[src/rtl/tcm_arb_pkg.sv]
// Shared definitions for the TCM arbiter: FSM state encoding and a one-hot helper.
package tcm_arb_pkg;

    localparam int MAX_REQ = 8;

    typedef enum logic [1:0] {
        S_IDLE   = 2'd0,
        S_ACCESS = 2'd1,
        S_WAIT   = 2'd2,
        S_RESP   = 2'd3
    } state_t;

    function automatic logic [MAX_REQ-1:0] onehot(input int unsigned idx);
        return MAX_REQ'(1) << idx;
    endfunction

endpackage

[src/rtl/tcm_arbiter_rr_pick.sv]
// Combinational round-robin picker: the first set request after last_i, wrapping around.
module rr_pick #(
    parameter int N_REQ = 2,
    parameter int IDXW  = (N_REQ > 1) ? $clog2(N_REQ) : 1
) (
    input  logic [N_REQ-1:0] req_i,
    input  logic [IDXW-1:0]  last_i,
    output logic [IDXW-1:0]  win_o,
    output logic             valid_o
);

    int unsigned idx;

    always_comb begin
        win_o   = last_i;
        valid_o = 1'b0;
        idx     = 0;
        // Offset N_REQ is last_i itself, so it only wins when it is the sole requester.
        for (int off = 1; off <= N_REQ; off++) begin
            idx = unsigned'((int'(last_i) + off) % N_REQ);
            if (!valid_o && req_i[IDXW'(idx)]) begin
                win_o   = IDXW'(idx);
                valid_o = 1'b1;
            end
        end
    end

endmodule

[src/rtl/tcm_arbiter.sv]
// Round-robin arbiter serializing N_REQ masters onto a single TCM port; all outputs are flops.
module tcm_arbiter
    import tcm_arb_pkg::*;
#(
    parameter int DATA_WIDTH = 32,
    parameter int N_ENTRIES  = 1024,
    parameter int ADDRW      = $clog2(N_ENTRIES),
    parameter int N_REQ      = 2
) (
    input  logic                            clk_i,
    input  logic                            rst_i,
    input  logic [N_REQ-1:0]                req_i,
    input  logic [N_REQ-1:0]                we_i,
    input  logic [N_REQ*DATA_WIDTH/8-1:0]   be_i,
    input  logic [N_REQ*ADDRW-1:0]          addr_i,
    input  logic [N_REQ*DATA_WIDTH-1:0]     data_i,
    output logic [N_REQ-1:0]                ready_o,
    output logic [DATA_WIDTH-1:0]           data_o,
    output logic                            sram_en_o,
    output logic                            sram_we_o,
    output logic [DATA_WIDTH/8-1:0]         sram_be_o,
    output logic [ADDRW-1:0]                sram_addr_o,
    output logic [DATA_WIDTH-1:0]           sram_data_o,
    input  logic [DATA_WIDTH-1:0]           sram_data_i,
    input  logic                            sram_ready_i
);

    localparam int BEW  = DATA_WIDTH / 8;
    localparam int IDXW = $clog2(N_REQ);

    if (DATA_WIDTH % 8 != 0) begin : g_bad_width
        $error("DATA_WIDTH must be a multiple of 8");
    end
    if (N_REQ < 2 || N_REQ > MAX_REQ) begin : g_bad_nreq
        $error("N_REQ must be in 2..8");
    end
    if (ADDRW < $clog2(N_ENTRIES)) begin : g_bad_addrw
        $error("ADDRW too narrow for N_ENTRIES");
    end

    logic [BEW-1:0]        be_arr   [N_REQ];
    logic [ADDRW-1:0]      addr_arr [N_REQ];
    logic [DATA_WIDTH-1:0] data_arr [N_REQ];

    for (genvar gi = 0; gi < N_REQ; gi++) begin : g_unpack
        assign be_arr[gi]   = be_i[gi*BEW +: BEW];
        assign addr_arr[gi] = addr_i[gi*ADDRW +: ADDRW];
        assign data_arr[gi] = data_i[gi*DATA_WIDTH +: DATA_WIDTH];
    end

    state_t                state_q;
    logic [IDXW-1:0]       last_q;
    logic [N_REQ-1:0]      ready_q;
    logic [DATA_WIDTH-1:0] data_q;
    logic                  sram_en_q;
    logic                  sram_we_q;
    logic [BEW-1:0]        sram_be_q;
    logic [ADDRW-1:0]      sram_addr_q;
    logic [DATA_WIDTH-1:0] sram_data_q;

    logic [IDXW-1:0]       pick_win;
    logic                  pick_valid;

    rr_pick #(.N_REQ(N_REQ), .IDXW(IDXW)) u_pick (
        .req_i   (req_i),
        .last_i  (last_q),
        .win_o   (pick_win),
        .valid_o (pick_valid)
    );

    // last_q doubles as the current winner: it is updated at grant and held until the response.
    always_ff @(posedge clk_i or posedge rst_i) begin
        if (rst_i) begin
            state_q     <= S_IDLE;
            last_q      <= IDXW'(N_REQ - 1);
            ready_q     <= '0;
            data_q      <= '0;
            sram_en_q   <= 1'b0;
            sram_we_q   <= 1'b0;
            sram_be_q   <= '0;
            sram_addr_q <= '0;
            sram_data_q <= '0;
        end else begin
            case (state_q)
                S_IDLE: begin
                    if (pick_valid) begin
                        last_q      <= pick_win;
                        sram_en_q   <= 1'b1;
                        sram_we_q   <= we_i[pick_win];
                        sram_be_q   <= be_arr[pick_win];
                        sram_addr_q <= addr_arr[pick_win];
                        sram_data_q <= data_arr[pick_win];
                        state_q     <= S_ACCESS;
                    end
                end
                S_ACCESS: begin
                    sram_en_q <= 1'b0;
                    sram_we_q <= 1'b0;
                    state_q   <= S_WAIT;
                end
                S_WAIT: begin
                    if (sram_ready_i) begin
                        data_q  <= sram_data_i;
                        ready_q <= N_REQ'(onehot(32'(last_q)));
                        state_q <= S_RESP;
                    end
                end
                S_RESP: begin
                    ready_q <= '0;
                    state_q <= S_IDLE;
                end
                default: state_q <= S_IDLE;
            endcase
        end
    end

    assign ready_o     = ready_q;
    assign data_o      = data_q;
    assign sram_en_o   = sram_en_q;
    assign sram_we_o   = sram_we_q;
    assign sram_be_o   = sram_be_q;
    assign sram_addr_o = sram_addr_q;
    assign sram_data_o = sram_data_q;

endmodule
[config.mk]
export PLATFORM = sky130hd
export DESIGN_NAME = tcm_arbiter
export DESIGN_NICKNAME = d
export VERILOG_FILES = /design/src/rtl/tcm_arb_pkg.sv /design/src/rtl/tcm_arbiter_rr_pick.sv /design/src/rtl/tcm_arbiter.sv
export SDC_FILE = /design/constraint.sdc
export NUM_CORES = 1
export LEC_CHECK = 0
export CAP_MARGIN = 30
export CORE_ASPECT_RATIO = 2
export CORE_MARGIN = 3
export CORE_UTILIZATION = 43
export CTS_BUF_LIST = sky130_fd_sc_hd__clkbuf_4
export CTS_CLUSTER_DIAMETER = 120
export DETAILED_ROUTE_END_ITERATION = 12
export PLACE_DENSITY = 0.88
export SETUP_SLACK_MARGIN = 0.5
export SYNTH_ARGS = -nofsm -noshare
export SYNTH_HDL_FRONTEND = slang
export SYNTH_HIERARCHICAL = 1
export SYNTH_SLANG_ARGS = --single-unit
[constraint.sdc]
create_clock -name clk_i -period 4.6 [get_ports clk_i]
set_clock_uncertainty 0.2 [all_clocks]
set_input_delay 0.69 -clock clk_i [delete_from_list [all_inputs] [get_ports clk_i]]
set_output_delay 0.69 -clock clk_i [all_outputs]
set_load 0.02 [all_outputs]
==> qor.txt, run 1 <==
Cells after synthesis - 310
Mapped Nets - 446
Accumulated negative setup slack - 0 ns
Post-cts hold buffer count - 0
Critical Path Stages - 5
CTS H-tree lvls - 3
Highest Signal Layer - met4
Endpoint class of the critical path - flip-flop
Post-DR vias/cell - 4.934
RR Startpoint - last_q$_DFFE_PP1P_
Wire length per cell - 16.48 microns
Core area - 8648 sq um
Setup-failing EPs final - 0
Final RePlAce weighted congestion - 0.7375
Leakage - 2.843 nW
TritonCTS clock tree - yes
Clock root buffer - clkbuf_4
Delay-heaviest family, CP - simple AND/OR/NAND/NOR gates
Row count - 48
Initial Util - 44.47%
VDD IR max - 0.0003177 V
Register share of total power - 33.2%
Pwr Total - 4.014 mW
Seq cells post-synth - 85
Warnings from Yosys - 6
Multi-input gate area - 1577 sq um
Max transition margin - 38.69%
Maxcap violations - 0
Worst slew pin tran - 0.9004 ns
Storage cell area - 2128 sq um
Tcrit/Tclk final - 56.44%
Hold Fails Final Rpt - 0
Nets - 655
Commonest non-fill, non-tap cell in the layout - clkdlybuf4s50_1
Skew-Pair Late Insertion Delay - 0.41 ns
PwrDens - 647.4 nW/um^2
Drt drc - 0
IO Count - 213
Number of global-route vias before repair - 3240
Commonest cells after routing, fill and taps aside - clkdlybuf4s50_1, dfrtp_1, nand2_1
Met2 WL - 5.710 mm
Reg2reg path depth - 4
CTS clk-pin slew, worst paths - 0.13 ns
Initial antenna violation count - 0
Critical-path cell list - clkdlybuf4s50_1 -> or2_1 -> nand2_2 -> buf_4 -> o21ai_0
Comb pwr share - 55.1%
Crit-path max FO - 59
P_int - 2.483 mW
RSZ-0062 raised after global routing - no
Worst path max stage delay - 0.64 ns
Slowest-stage cell, CP - nand2_2
GRT Util Overall - 20.55%
Clock Path Buffers - 2
Seq/Total Area, Yosys - 55.34%
Yosys cell types - 25
DR WL met3 - 732 microns
Min-Delay Path Class - reg2reg
Pins Over Slew Limit - 0
Setup Fix Bufs, Post-CTS - 0
Hpwl dp - 8.168 mm
First-pass GRT wire length - 16.15 mm
Fillers - 644
Floorplan die width - 72.88 microns
Final instance area - 6201 sq um
Largest net degree at the start of global routing - 60
Antenna-violating nets left - 0
CP Class - in2reg
N_diodes - 0
Status - completed
Worst hold start - sram_data_o[8]$_DFFE_PP0P_
Die area - 10180 sq um
Initial DRT Pass Iterations - 4
Drt total wl - 10.28 mm
Routed met1 length - 3.600 mm
Sw Pwr - 1.532 mW
Bufs and invs on worst path - 2
Buffers on Ports - 212
Layout cell share with drive strength beyond 1 - 10.88%
Minimum clock period - 2.596 ns
Critical Path RT - 4.70 ns
Worst reg2reg endpoint - sram_be_o[2]$_DFFE_PP0P_
Synth-to-layout area growth - 61.22%
Critical path launch point type - input pin
Sw frac - 38.15%
Worst Setup SP - req_i[0]
Max frequency - 385.2 MHz
Starting DRT DRC Count - 86
DP Area - 6003 sq um
Via count - 3079
CTS Buf Count - 9
Sinks on Clock Net - 85
Post-CTS Resized - 0
Worst Setup EP - sram_data_o[16]$_DFFE_PP0P_
Avg Cell Area, Syn - 12.41 sq um
Post-Syn Area - 3846 sq um
Global route overflow - 0
Die height - 139.8 microns
Internal reg-to-reg setup slack - 2.19 ns
Clock share of power - 11.7%
CP arrival - 2.69 ns
-- Yosys cell counts (all sizes together) --
cell type | count | share of area [%]
mux2 | 33 | 13
nor2b | 1 | 0.16
dfrtp | 84 | 55
and2b | 1 | 0.20
o21ai | 50 | 6.5
nand2 | 54 | 5.3
o31ai | 1 | 0.20
clkbuf | 5 | 0.49
inv | 4 | 0.39
nor2 | 4 | 0.39
buf | 14 | 3.2
o32a | 1 | 0.26
nand4bb | 1 | 0.29
dfstp | 1 | 0.68
nand4b | 1 | 0.23
ha | 5 | 1.6
or2 | 1 | 0.16
and2 | 1 | 0.16
mux2i | 48 | 12
-- area by class of cell --
class	count	share of cell area (%)
Timing Repair Buffer	217	35.43
Tap cell	100	2.018
Sequential cell	85	34.32
Multi-Input combinational cell	202	25.42
Inverter	4	0.2623
Clock buffer	9	1.090
Clock inverter	7	1.453
-- worst reg2reg max path, stage by stage (launching register included) --
cell and delay [ns]:
dfstp_2 0.61, mux2i_4 0.77, buf_12 0.33, mux2i_1 0.25, o21ai_0 0.11
-- per-layer routing --
metal / up-vias / global-route usage, %
met4: 0 / 7.393
met2: 137 / 36.27
met5: - / 0
met1: 1443 / 22.93
met3: 20 / 5.640
li1: 1479 / -
-- worst min-delay path by stage --
stage                                        to  cells past startpoint  slack (ns)
global route             data_o[14]$_DFFE_PP0P_                      2        0.30
global placement     sram_addr_o[0]$_DFFE_PP0P_                      2        0.26
finish               sram_data_o[8]$_DFFE_PP0P_                      2        0.30
floorplan                    last_q$_DFFE_PP1P_                      2        0.26
detailed placement  sram_data_o[21]$_DFFE_PP0P_                      2        0.27
CTS                  sram_data_o[8]$_DFFE_PP0P_                      2        0.30
-- registers in the layout (all words and copies together) (netlist names) --
| name | count |
|---|---|
| sram_be_o | 4 |
| sram_data_o | 32 |
| sram_we_o | 1 |
| state_q | 2 |
| last_q | 1 |
| data_o | 32 |
| sram_addr_o | 10 |
| ready_o | 2 |
| sram_en_o | 1 |
-- kinds of logic after synthesis --
family	after synthesis	share of synthesized area, %
DFF	85	55.34
buffers and inverters	23	4.066
AOI/OAI and AO/OA	52	6.962
and+or+nand+nor	64	6.929
muxes	81	25.08
adders and majority gates	5	1.627
-- metrics by stage --
step	hold slack [ns]	utilization [%]	std cells	worst slack, ns
2_1_floorplan	0.2585	-	310	1.518
3_3_place_gp	0.2599	69.42	606	1.612
3_5_place_dp	0.2732	69.42	606	1.537
4_1_cts	0.3012	71.24	622	2.001
5_1_grt	0.2976	71.70	624	1.851
6_report	0.2954	71.70	624	2.004
-- power by group through the flow --
| stage | clock network [mW] | registers [mW] | logic (mW) |
|---|---|---|---|
| final | 0.470 | 1.33 | 2.21 |
| after global placement | 0 | 1.33 | 2.17 |
| after detailed placement | 0 | 1.35 | 2.23 |
| after floorplan | 0 | 1.76 | 0.808 |
| after CTS | 0.484 | 1.34 | 2.24 |
| after global routing | 0.516 | 1.38 | 2.35 |
No activity file was read; power rests on OpenSTA's default activity.
==> run 2: changes to the inputs <==
CORE_UTILIZATION = 36   (was 43)
PLACE_DENSITY = 0.79   (was 0.88)
clock period = 2.3 ns   (was 4.6 ns; I/O delays follow)
==> qor.txt, run 2 (synthesis results as in run 1) <==
Min-Delay Path Class - in2async
Crit-path most repeated cell - buf_6
Leakage - 3.187 nW
Comb pwr share - 55.2%
CP Class - reg2reg
Max transition margin - 63.74%
Buffers on Ports - 212
Fillers - 875
Initial antenna violation count - 0
Via count - 3196
CTS H-tree lvls - 3
Initial DRT Pass Iterations - 4
Critical Path RT - 2.41 ns
Floorplan die width - 79.09 microns
IO Count - 213
Critical Path Stages - 5
CP arrival - 1.97 ns
Drt total wl - 11.79 mm
Wire length per cell - 17.36 microns
Worst path max stage delay - 0.60 ns
Hpwl dp - 8.299 mm
Bufs and invs on worst path - 2
Core area - 10280 sq um
Initial Util - 37.41%
Post-DR vias/cell - 4.707
VDD IR max - 0.0005116 V
P_int - 4.849 mW
Delay-heaviest family, CP - flip-flops
Number of global-route vias before repair - 3467
Hold Fails Final Rpt - 0
CTS clk-pin slew, worst paths - 0.13 ns
Pins Over Slew Limit - 0
Antenna-violating nets left - 0
DP Area - 6172 sq um
Critical path launch point type - flip-flop
Die area - 12040 sq um
Endpoint class of the critical path - flip-flop
RR Startpoint - last_q$_DFFE_PP1P_
Clock share of power - 11.9%
Critical-path cell list - mux2i_4 -> buf_6 -> buf_6 -> mux2i_1 -> o21ai_0
Row count - 52
Drt drc - 0
TritonCTS clock tree - yes
Clock root buffer - clkbuf_4
RSZ-0062 raised after global routing - yes
CTS Buf Count - 9
Largest net degree at the start of global routing - 54
Clock Path Buffers - 2
Sw Pwr - 3.139 mW
GRT Util Overall - 19.16%
Worst reg2reg endpoint - sram_data_o[10]$_DFFE_PP0P_
Final instance area - 6524 sq um
Sw frac - 39.30%
Post-cts hold buffer count - 0
N_diodes - 0
Setup-failing EPs final - 0
Reg2reg path depth - 5
Status - completed
Die height - 152.2 microns
Pre-CTS WS - 0.1182 ns
Tcrit/Tclk final - 80.98%
Slowest-stage cell, CP - dfstp_2
Worst Setup SP - last_q$_DFFE_PP1P_
Commonest cells after routing, fill and taps aside - clkdlybuf4s50_1, dfrtp_1, dlygate4sd2_1
Internal reg-to-reg setup slack - 0.44 ns
Layout cell share with drive strength beyond 1 - 15.44%
Register share of total power - 32.9%
Worst Setup EP - sram_data_o[10]$_DFFE_PP0P_
Final RePlAce weighted congestion - 0.7562
Skew-Pair Late Insertion Delay - 0.42 ns
Accumulated negative setup slack - 0 ns
First-pass GRT wire length - 17.78 mm
Global route overflow - 0
Starting DRT DRC Count - 83
Worst slew pin tran - 0.5428 ns
Maxcap violations - 0
Crit-path max FO - 6
PnR worst setup slack - 0.4374 ns
Sinks on Clock Net - 85
Synth-to-layout area growth - 69.62%
PwrDens - 1224 nW/um^2
Minimum clock period - 1.863 ns
Max frequency - 536.9 MHz
Nets - 675
Commonest non-fill, non-tap cell in the layout - clkdlybuf4s50_1
[run 2: changes by cell type in the layout (fill, tap and decap cells not counted), sizes merged]
cell | previous run | this run
dlygate4sd2 | 0 | 81
clkinv | 6 | 1
buf | 5 | 21
bufbuf | 0 | 1
clkbuf | 9 | 15
clkinvlp | 0 | 2
clkdlybuf4s15 | 0 | 1
clkdlybuf4s50 | 212 | 130
[run 2: worst min path at each step]
stage / endpoint / depth (start not counted) / slack (ns) / start
2_1_floorplan: last_q$_DFFE_PP1P_ / 2 / 0.26 / last_q$_DFFE_PP1P_
3_3_place_gp: sram_addr_o[1]$_DFFE_PP0P_ / 2 / 0.26 / sram_addr_o[1]$_DFFE_PP0P_
3_5_place_dp: sram_data_o[25]$_DFFE_PP0P_ / 2 / 0.27 / sram_data_o[25]$_DFFE_PP0P_
4_1_cts: data_o[27]$_DFFE_PP0P_ / 2 / 0.09 / rst_i
5_1_grt: data_o[27]$_DFFE_PP0P_ / 2 / 0.09 / rst_i
6_report: data_o[27]$_DFFE_PP0P_ / 2 / 0.1 / rst_i
[run 2: final cells by class]
type                            count  area, sq um  share of cell area [%]
Inverter                            4        18.77                  0.2877
Clock inverter                      4        72.57                   1.112
Sequential cell                    85         2128                   32.62
Tap cell                          135        168.9                   2.589
Timing Repair Buffer              237         2436                   37.34
Clock buffer                       12        90.09                   1.381
Multi-Input combinational cell    202         1609                   24.66
[run 2: metal layers]
metal	part of all wire [%]	vias up	global-route usage, %
li1	-	1526	-
met1	34	1491	19.35
met2	56	154	36.16
met3	7.2	25	5.266
met4	2.8	0	6.967
met5	0	-	0
[run 2: metrics by stage]
step,hold slack [ns],power (mW),instances,utilization [%]
after global routing,0.09142,8.527,679,63.46
final,0.09770,7.988,679,63.46
after CTS,0.09137,7.900,673,62.15
after detailed placement,0.2693,7.223,649,60.04
after floorplan,0.2585,5.131,310,-
after global placement,0.2602,7.070,649,60.04
[run 2: what timing repair did]
item	in CTS	in global routing
pin swaps	0	1
setup buffers	4	2
gates resized for setup	86	32
setup endpoints to repair	162	60
cloned	4	4
[run 2: power by group through the flow]
stage | clock network, mW | logic [mW] | registers (mW)
after floorplan | 0 | 1.62 | 3.51
after global placement | 0 | 4.43 | 2.64
after detailed placement | 0 | 4.53 | 2.69
after CTS | 0.989 | 4.28 | 2.63
after global routing | 1.05 | 4.74 | 2.74
final | 0.949 | 4.41 | 2.63
==> run 3: changes to the inputs <==
CORE_UTILIZATION = 40   (was 36)
PLACE_DENSITY = 0.83   (was 0.79)
clock period = 1.9 ns   (was 2.3 ns; I/O delays follow)
==> qor.txt, run 3 (synthesis results as in run 1) <==
Hold Fails Final Rpt - 0
PwrDens - 1643 nW/um^2
Core area - 9384 sq um
Status - completed
IO Count - 213
Internal reg-to-reg setup slack - 0.13 ns
Row count - 50
Worst slew pin tran - 0.3339 ns
PnR worst setup slack - 0.1266 ns
Bufs and invs on worst path - 2
TritonCTS clock tree - yes
Skew-Pair Late Insertion Delay - 0.43 ns
CP arrival - 1.89 ns
Nets - 736
Post-layout util - 77.52%
Max frequency - 563.9 MHz
Reg2reg path depth - 5
Multi-input gate area - 1675 sq um
Layout cell share with drive strength beyond 1 - 39.40%
CTS clk-pin slew, worst paths - 0.13 ns
Min-Delay Path Class - in2async
Post-DR vias/cell - 4.914
Final RePlAce weighted congestion - 0.7483
Sinks on Clock Net - 85
Floorplan die width - 75.34 microns
RSZ-0062 raised after global routing - yes
Drt total wl - 12.34 mm
Slowest-stage cell, CP - dfstp_2
Clock root buffer - clkbuf_4
Accumulated negative setup slack - 0 ns
Drt drc - 0
GRT Util Overall - 21.82%
Clock Path Buffers - 2
CP Class - reg2reg
Endpoint class of the critical path - flip-flop
CTS H-tree lvls - 3
Die height - 144.7 microns
Antenna-violating nets left - 0
Crit-path max FO - 8
Wire length per cell - 17.43 microns
N_diodes - 0
Starting DRT DRC Count - 169
Fillers - 546
Tcrit/Tclk final - 93.34%
Critical-path cell list - mux2i_4 -> buf_12 -> buf_16 -> mux2i_1 -> o21ai_1
Commonest non-fill, non-tap cell in the layout - clkdlybuf4s50_1
CTS Buf Count - 9
Critical path launch point type - flip-flop
Leakage - 3.536 nW
Pwr Total - 11.95 mW
Pre-CTS WS - -0.1488 ns
Buffers on Ports - 212
Pins Over Slew Limit - 0
Largest net degree at the start of global routing - 45
Minimum clock period - 1.773 ns
Hpwl dp - 8.542 mm
Die area - 10900 sq um
DP Area - 6205 sq um
VDD IR max - 0.0008933 V
Final instance area - 7274 sq um
Initial Util - 40.99%
Max transition margin - 77.67%
Initial antenna violation count - 0
RR Startpoint - last_q$_DFFE_PP1P_
Global route overflow - 0
Synth-to-layout area growth - 89.13%
First-pass GRT wire length - 17.79 mm
Commonest cells after routing, fill and taps aside - clkdlybuf4s50_1, buf_6, dfrtp_1
Storage cell area - 2130 sq um
Setup-failing EPs final - 0
Worst path max stage delay - 0.59 ns
Worst reg2reg endpoint - sram_data_o[13]$_DFFE_PP0P_
Delay-heaviest family, CP - flip-flops
Initial DRT Pass Iterations - 4
Maxcap violations - 0
Critical Path RT - 2.02 ns
Via count - 3479
Number of global-route vias before repair - 3646
==> run 3: cell count changes in the layout (fill, tap and decap cells not counted), moves of 3 or more <==
cell / before / now
buf_4: 8 / 61
buf_6: 4 / 90
dlygate4sd2_1: 81 / 0
nand2_1: 52 / 49
o21ai_0: 26 / 14
o21ai_1: 24 / 34
==> run 3: worst max-delay path by stage <==
stage | depth (start not counted) | slack [ns] | start | to
after floorplan | 6 | 0.21 | last_q$_DFFE_PP1P_ | sram_data_o[24]$_DFFE_PP0P_
after global placement | 6 | -0.09 | req_i[1] | sram_data_o[23]$_DFFE_PP0P_
after detailed placement | 6 | -0.15 | req_i[1] | sram_data_o[22]$_DFFE_PP0P_
after CTS | 5 | 0.10 | last_q$_DFFE_PP1P_ | sram_data_o[22]$_DFFE_PP0P_
after global routing | 5 | 0.05 | last_q$_DFFE_PP1P_ | sram_addr_o[3]$_DFFE_PP0P_
final | 5 | 0.13 | last_q$_DFFE_PP1P_ | sram_data_o[13]$_DFFE_PP0P_
==> run 3: worst min-delay path, delay by kind of cell <==
kind / cells / cell delay, ns
buf+inv: 3 / 0.82
==> run 3: through the flow <==
stage	instances	hold slack (ns)
after floorplan	310	0.2335
after global placement	619	0.2629
after detailed placement	619	0.2701
after CTS	681	0.07110
after global routing	708	0.07621
final	708	0.09168
==> run 3: area by class of cell <==
| class | instances | area share [%] |
|---|---|---|
| Timing Repair Buffer | 298 | 43.24 |
| Tap cell | 104 | 1.789 |
| Inverter | 4 | 0.2580 |
| Clock buffer | 10 | 1.032 |
| Multi-Input combinational cell | 202 | 23.03 |
| Sequential cell | 85 | 29.27 |
| Clock inverter | 5 | 1.376 |
==> run 3: repair_timing <==
item	4_1_cts	5_1_grt
setup endpoints to repair	167	167
resized for setup	504	33
pin swaps	4	4
setup buffers	43	25
hold endpoints to repair	7	0
gates cloned	3	2
hold buffers	1	0
==> run 3: where the power goes <==
part / leakage (nW) / switching [mW] / internal, mW
registers: 1.03 / 0.679 / 2.72
logic: 2.41 / 3.06 / 4.21
clock network: 0.0962 / 0.607 / 0.671
total: 3.54 / 4.35 / 7.60
==> run 3: routing by layer <==
metal	share of wire [%]	up-vias	global-route usage, %	routed length, microns
met4	3.0	0	8.387	367
met2	58	152	40.86	7098
met1	33	1651	21.49	4052
met3	6.7	27	6.501	824
li1	-	1649	-	-
met5	0	-	0	0
